**src/rtl/stopwatch_pkg.sv**
```systemverilog
// ============================================================================
//  Module : stopwatch_pkg
//  Brief  : Shared types and constants for the stopwatch time-keeping core.
//  Rev    : 1.0
// ============================================================================
`default_nettype none

package stopwatch_pkg;

    typedef enum logic [1:0] {
        PAUSED = 2'd0,
        RUN    = 2'd1,
        ADJUST = 2'd2
    } state_t;

    localparam int DIGIT_W_DEF = 5;
    localparam int MAX_TEN_DEF = 5;

    localparam logic [3:0] BCD_ZERO      = 4'd0;
    localparam logic [3:0] BCD_UNITS_MAX = 4'd9;

endpackage

`default_nettype wire

```
**src/rtl/bcd_mod60.sv**
```systemverilog
// ============================================================================
//  Module : bcd_mod60
//  Brief  : Combinational two-digit BCD incrementer, wraps after MAX_TEN,9.
//  Rev    : 1.0
// ============================================================================
`default_nettype none

module bcd_mod60
    import stopwatch_pkg::*;
#(
    parameter int MAX_TEN = MAX_TEN_DEF
) (
    input  logic [3:0] tens_i,
    input  logic [3:0] units_i,
    input  logic       inc_i,
    output logic [3:0] tens_o,
    output logic [3:0] units_o,
    output logic       carry_o
);

    always_comb begin
        tens_o  = tens_i;
        units_o = units_i;
        carry_o = 1'b0;
        if (inc_i) begin
            if (units_i == BCD_UNITS_MAX) begin
                units_o = BCD_ZERO;
                if (tens_i == 4'(MAX_TEN)) begin
                    tens_o  = BCD_ZERO;
                    carry_o = 1'b1;
                end else begin
                    tens_o = tens_i + 4'd1;
                end
            end else begin
                units_o = units_i + 4'd1;
            end
        end
    end

endmodule

`default_nettype wire

```
**src/rtl/stopwatch_counter.sv**
```systemverilog
// ============================================================================
//  Module : stopwatch_counter
//  Brief  : MM:SS BCD stopwatch core with run/pause FSM, clear and field adjust.
//  Rev    : 1.0
// ============================================================================
`default_nettype none

module stopwatch_counter
    import stopwatch_pkg::*;
#(
    parameter int DIGIT_W = DIGIT_W_DEF,
    parameter int MAX_TEN = MAX_TEN_DEF
) (
    input  logic               clk,
    input  logic               rst_n,
    input  logic               tick_1hz,
    input  logic               tick_2hz,
    input  logic               pause,
    input  logic               clear,
    input  logic               adj,
    input  logic               sel,
    output logic [DIGIT_W-1:0] min_l,
    output logic [DIGIT_W-1:0] min_r,
    output logic [DIGIT_W-1:0] sec_l,
    output logic [DIGIT_W-1:0] sec_r,
    output logic               running,
    output logic               wrap
);

    state_t     state_q, state_d;
    logic       pause_q, clear_q;
    logic [3:0] min_l_q, min_r_q, sec_l_q, sec_r_q;
    logic [3:0] min_l_d, min_r_d, sec_l_d, sec_r_d;
    logic       wrap_q, wrap_d;

    logic       pause_re, clear_re;
    logic       sec_inc, min_inc, sec_carry, min_carry;
    logic       run_tick, adj_tick;
    logic [3:0] sec_l_nx, sec_r_nx, min_l_nx, min_r_nx;

    assign pause_re = pause & ~pause_q;
    assign clear_re = clear & ~clear_q;

    assign run_tick = (state_q == RUN)    & tick_1hz;
    assign adj_tick = (state_q == ADJUST) & tick_2hz;

    // In ADJUST each field wraps on its own; only RUN lets seconds carry into minutes.
    assign sec_inc = run_tick | (adj_tick & ~sel);
    assign min_inc = (run_tick & sec_carry) | (adj_tick & sel);

    bcd_mod60 #(.MAX_TEN(MAX_TEN)) u_sec (
        .tens_i  (sec_l_q),
        .units_i (sec_r_q),
        .inc_i   (sec_inc),
        .tens_o  (sec_l_nx),
        .units_o (sec_r_nx),
        .carry_o (sec_carry)
    );

    bcd_mod60 #(.MAX_TEN(MAX_TEN)) u_min (
        .tens_i  (min_l_q),
        .units_i (min_r_q),
        .inc_i   (min_inc),
        .tens_o  (min_l_nx),
        .units_o (min_r_nx),
        .carry_o (min_carry)
    );

    always_comb begin
        state_d = state_q;
        if (adj) begin
            state_d = ADJUST;
        end else if (state_q == ADJUST) begin
            state_d = PAUSED;
        end else if (pause_re) begin
            state_d = (state_q == RUN) ? PAUSED : RUN;
        end
    end

    always_comb begin
        sec_l_d = sec_l_nx;
        sec_r_d = sec_r_nx;
        min_l_d = min_l_nx;
        min_r_d = min_r_nx;
        wrap_d  = run_tick & sec_carry & min_carry;
        if (clear_re) begin
            sec_l_d = BCD_ZERO;
            sec_r_d = BCD_ZERO;
            min_l_d = BCD_ZERO;
            min_r_d = BCD_ZERO;
            wrap_d  = 1'b0;
        end
    end

    always_ff @(posedge clk) begin
        if (!rst_n) begin
            state_q <= PAUSED;
            pause_q <= 1'b0;
            clear_q <= 1'b0;
            sec_l_q <= BCD_ZERO;
            sec_r_q <= BCD_ZERO;
            min_l_q <= BCD_ZERO;
            min_r_q <= BCD_ZERO;
            wrap_q  <= 1'b0;
        end else begin
            state_q <= state_d;
            pause_q <= pause;
            clear_q <= clear;
            sec_l_q <= sec_l_d;
            sec_r_q <= sec_r_d;
            min_l_q <= min_l_d;
            min_r_q <= min_r_d;
            wrap_q  <= wrap_d;
        end
    end

    assign min_l   = DIGIT_W'(min_l_q);
    assign min_r   = DIGIT_W'(min_r_q);
    assign sec_l   = DIGIT_W'(sec_l_q);
    assign sec_r   = DIGIT_W'(sec_r_q);
    assign running = (state_q == RUN);
    assign wrap    = wrap_q;

endmodule

`default_nettype wire
```
**config.mk**
```make
export PLATFORM = sky130hd
export DESIGN_NAME = stopwatch_counter
export DESIGN_NICKNAME = d
export VERILOG_FILES = /design/src/rtl/stopwatch_pkg.sv /design/src/rtl/bcd_mod60.sv /design/src/rtl/stopwatch_counter.sv
export SDC_FILE = /design/constraint.sdc
export NUM_CORES = 1
export LEC_CHECK = 0
export ABC_AREA = 1
export ABC_CLOCK_PERIOD_IN_PS = 2600
export CAP_MARGIN = 20
export CORE_ASPECT_RATIO = 1.5
export CORE_MARGIN = 2
export CORE_UTILIZATION = 48
export DETAILED_ROUTE_END_ITERATION = 16
export PLACE_DENSITY = 0.83
export SLEW_MARGIN = 20
export SYNTH_ARGS = -nofsm -noshare
export SYNTH_HDL_FRONTEND = slang
export SYNTH_HIERARCHICAL = 1
export SYNTH_SLANG_ARGS = --single-unit
```
**constraint.sdc**
```tcl
create_clock -name clk -period 2.6 [get_ports clk]
set_input_delay 0.78 -clock clk [delete_from_list [all_inputs] [get_ports clk]]
set_output_delay 0.78 -clock clk [all_outputs]
set_load 0.1 [all_outputs]
```
==> metrics.cfg <==
[run_status]
outcome=completed

[synth]
synth_top_area_share_pct=34.6
yosysSeqAreaShare_pct=34.6
synthCells=185
synthTopCellsByArea=dfxtp_1, inv_1, nand2_1
synthTopCellsByCount=inv_1, nand2_1, dfxtp_1, nor2_1, nand3_1
async_reset_ff_share_pct=0
yosys.cell_types.count=19
synth_area_leader_cell=dfxtp_1
synth_flop_cell=dfxtp_1
synth.avg_cell_area_um2=6.56
yosysWarnings=6
ys_seq_elements=21
synth_area_um2=1210
yosysMostFrequentCell=inv_1
synth_edf_count=0

[global_route]
track_usage_pct=16.6
first_global_vias=979
overflow=0
antenna_found_initial=0
grt_pass1_wl_mm=3.78
grt_start_max_net_pins=17

[die]
die_y_um=65.6
start_util_pct=50.1
ioPinCount=30
coreArea_um2=2420
die_w_um=45.1
die_area_um2=2950
rows=22

[final_layout]
layout.nets=227
fillers=231
area_growth_pct=25.7
finalNonFillerCells=242
antenna_cells=0
drive_gt1_share_pct=29.4

[pwr]
power_density_nw_per_um2=362
peakVddDrop_mv=0.183
p_leak_nw=0.691

[sta]
finalSetupViolations=0
rsz0062_at_grt=no
fin_hold_ws_ns=0.505
finClkSkew_ns=0.00616
slew_violations=0
finalCriticalPeriod_ns=2.47
finalCritPeriodShare_pct=95.0
fmax_ghz=0.405
finalHoldViolCount=0

[setup_path]
criticalPathCategory=input pin to flip-flop
cp.required_ns=2.79
cp-end-kind=flip-flop
cp_max_fo=4
crit_arrival_ns=2.66
start_kind=input pin

[detailed_routing]
vias_per_cell=4.68
wl_per_cell_um=9.34
ant_nets=0
drc=0
route.final.wire_length_mm=2.26
vias=1132
first_pass_iters=4
dr.first_iter.drc_count=19

[clock_network]
insertion_delay_ns=0.29
cts_sinks=21
cts_root_buf=clkbuf_4
cts_max_level=1
cts_buffers=3
cts.clk_slew.worst_paths_ns=0.11
ctsLongestPathBuffers=2
cts_tree=done
postCtsHoldBufs=0

[worst_hold_path]
hp-class=flip-flop to flip-flop

[placement]
place_congestion=0.808
hpwl_mm=1.74
placed_cells_incl_taps=236
io_buffer_count=25

[flow_run]
cap_violations=0

-- per-layer routing --
metal  global-route usage, %  wire length, um
met1                    18.6              952
met2                    30.7             1200
met3                    1.92               90
met4                    5.51               21
met5                       0                0
-- layout by cell type, fill, tap and decap left out, drive strengths merged --
| master | netlist | layout |
|---|---|---|
| clkinvlp | 0 | 1 |
| nor3 | 2 | 2 |
| nand3b | 2 | 2 |
| clkdlybuf4s50 | 0 | 6 |
| nand2 | 43 | 43 |
| conb | 1 | 4 |
| inv | 48 | 47 |
| xor2 | 2 | 2 |
| a21oi | 6 | 6 |
| nand3 | 16 | 16 |
| o21ai | 4 | 4 |
| dfxtp | 21 | 21 |
| dlymetal6s2s | 0 | 1 |
| buf | 5 | 24 |
| clkbuf | 0 | 4 |
| nor2 | 35 | 35 |
-- timing repair --
action                                 4_1_cts  5_1_grt
setup endpoints to repair                    6        8
gates cloned                                 0        0
resized for setup                            2        7
endpoints found under the hold margin        0        0
pin swaps                                    1       10
setup buffers                                0        2
-- power breakdown --
group,leakage [nW],switching [mW],internal (mW)
Sequential,0.170,0.00279,0.326
Combinational,0.506,0.0558,0.0175
Clock,0.0150,0.0903,0.0596
-- metrics by stage --
step | setup WS [ns] | total power, mW | utilization (%) | TNS, ns | cell area [um2]
6_report | 0.131 | 0.552 | 63.0 | 0 | 1530
5_1_grt | 0.00787 | 0.588 | 63.0 | 0 | 1530
3_3_place_gp | -0.308 | 0.407 | 60.0 | -2.33 | 1450
3_5_place_dp | -0.372 | 0.407 | 60.0 | -2.74 | 1450
4_1_cts | 0.0224 | 0.558 | 61.2 | 0 | 1480
2_1_floorplan | 0.0284 | 0.395 | - | 0 | 1230
-- cells by family (layout without fill, tap and decap cells) --
group,count (synthesis),in the layout,share of synthesized area [%]
buffers and inverters,53,83,18.2
DFF,21,21,34.6
AOI/OAI and AO/OA,10,10,4.12
and+or+nand+nor,98,98,41.2
xor gates and xnor gates,2,2,1.44
other,1,4,0.309
-- critical path, stage by stage --
cell and delay [ns]:
clkdlybuf4s50_1 0.50, nand2_1 0.08, o21ai_2 0.07, nand2_2 0.08, inv_2 0.06, nand3_2 0.08
nor3_2 0.17, nand3_1 0.13, o21ai_2 0.10, nand2_2 0.12, nor2_4 0.19, buf_4 0.13
a21oi_1 0.03, inv_1 0.09, nor2_4 0.04
-- state kept, by name, indices dropped and copies added (netlist names) --
| signal | cells |
|---|---|
| state_q | 2 |
| clear_q | 1 |
| sec_r_q | 4 |
| pause_q | 1 |
| wrap | 1 |
| min_l_q | 4 |
| sec_l_q | 4 |
| min_r_q | 4 |
-- cell type report --
cell class | count | area (um2) | area share (%)
Tap cell | 24 | 30.0 | 1.97
Timing Repair Buffer | 31 | 253 | 16.6
Clock buffer | 4 | 26.3 | 1.72
Inverter | 48 | 184 | 12.1
Sequential cell | 21 | 420 | 27.6
Multi-Input combinational cell | 114 | 612 | 40.1
-- path summary, 6_finish.rpt --
kind,slack (ns),from,to,cells after the start
worst max register to register,0.54,state_q[0],min_r_q[1],15
worst min-delay path,0.50,state_q[0],state_q[0],2
worst max-delay path,0.13,tick_1hz,min_r_q[1],15
worst min register to register,0.50,state_q[0],state_q[0],2
No activity file was read; power rests on OpenSTA's default activity.
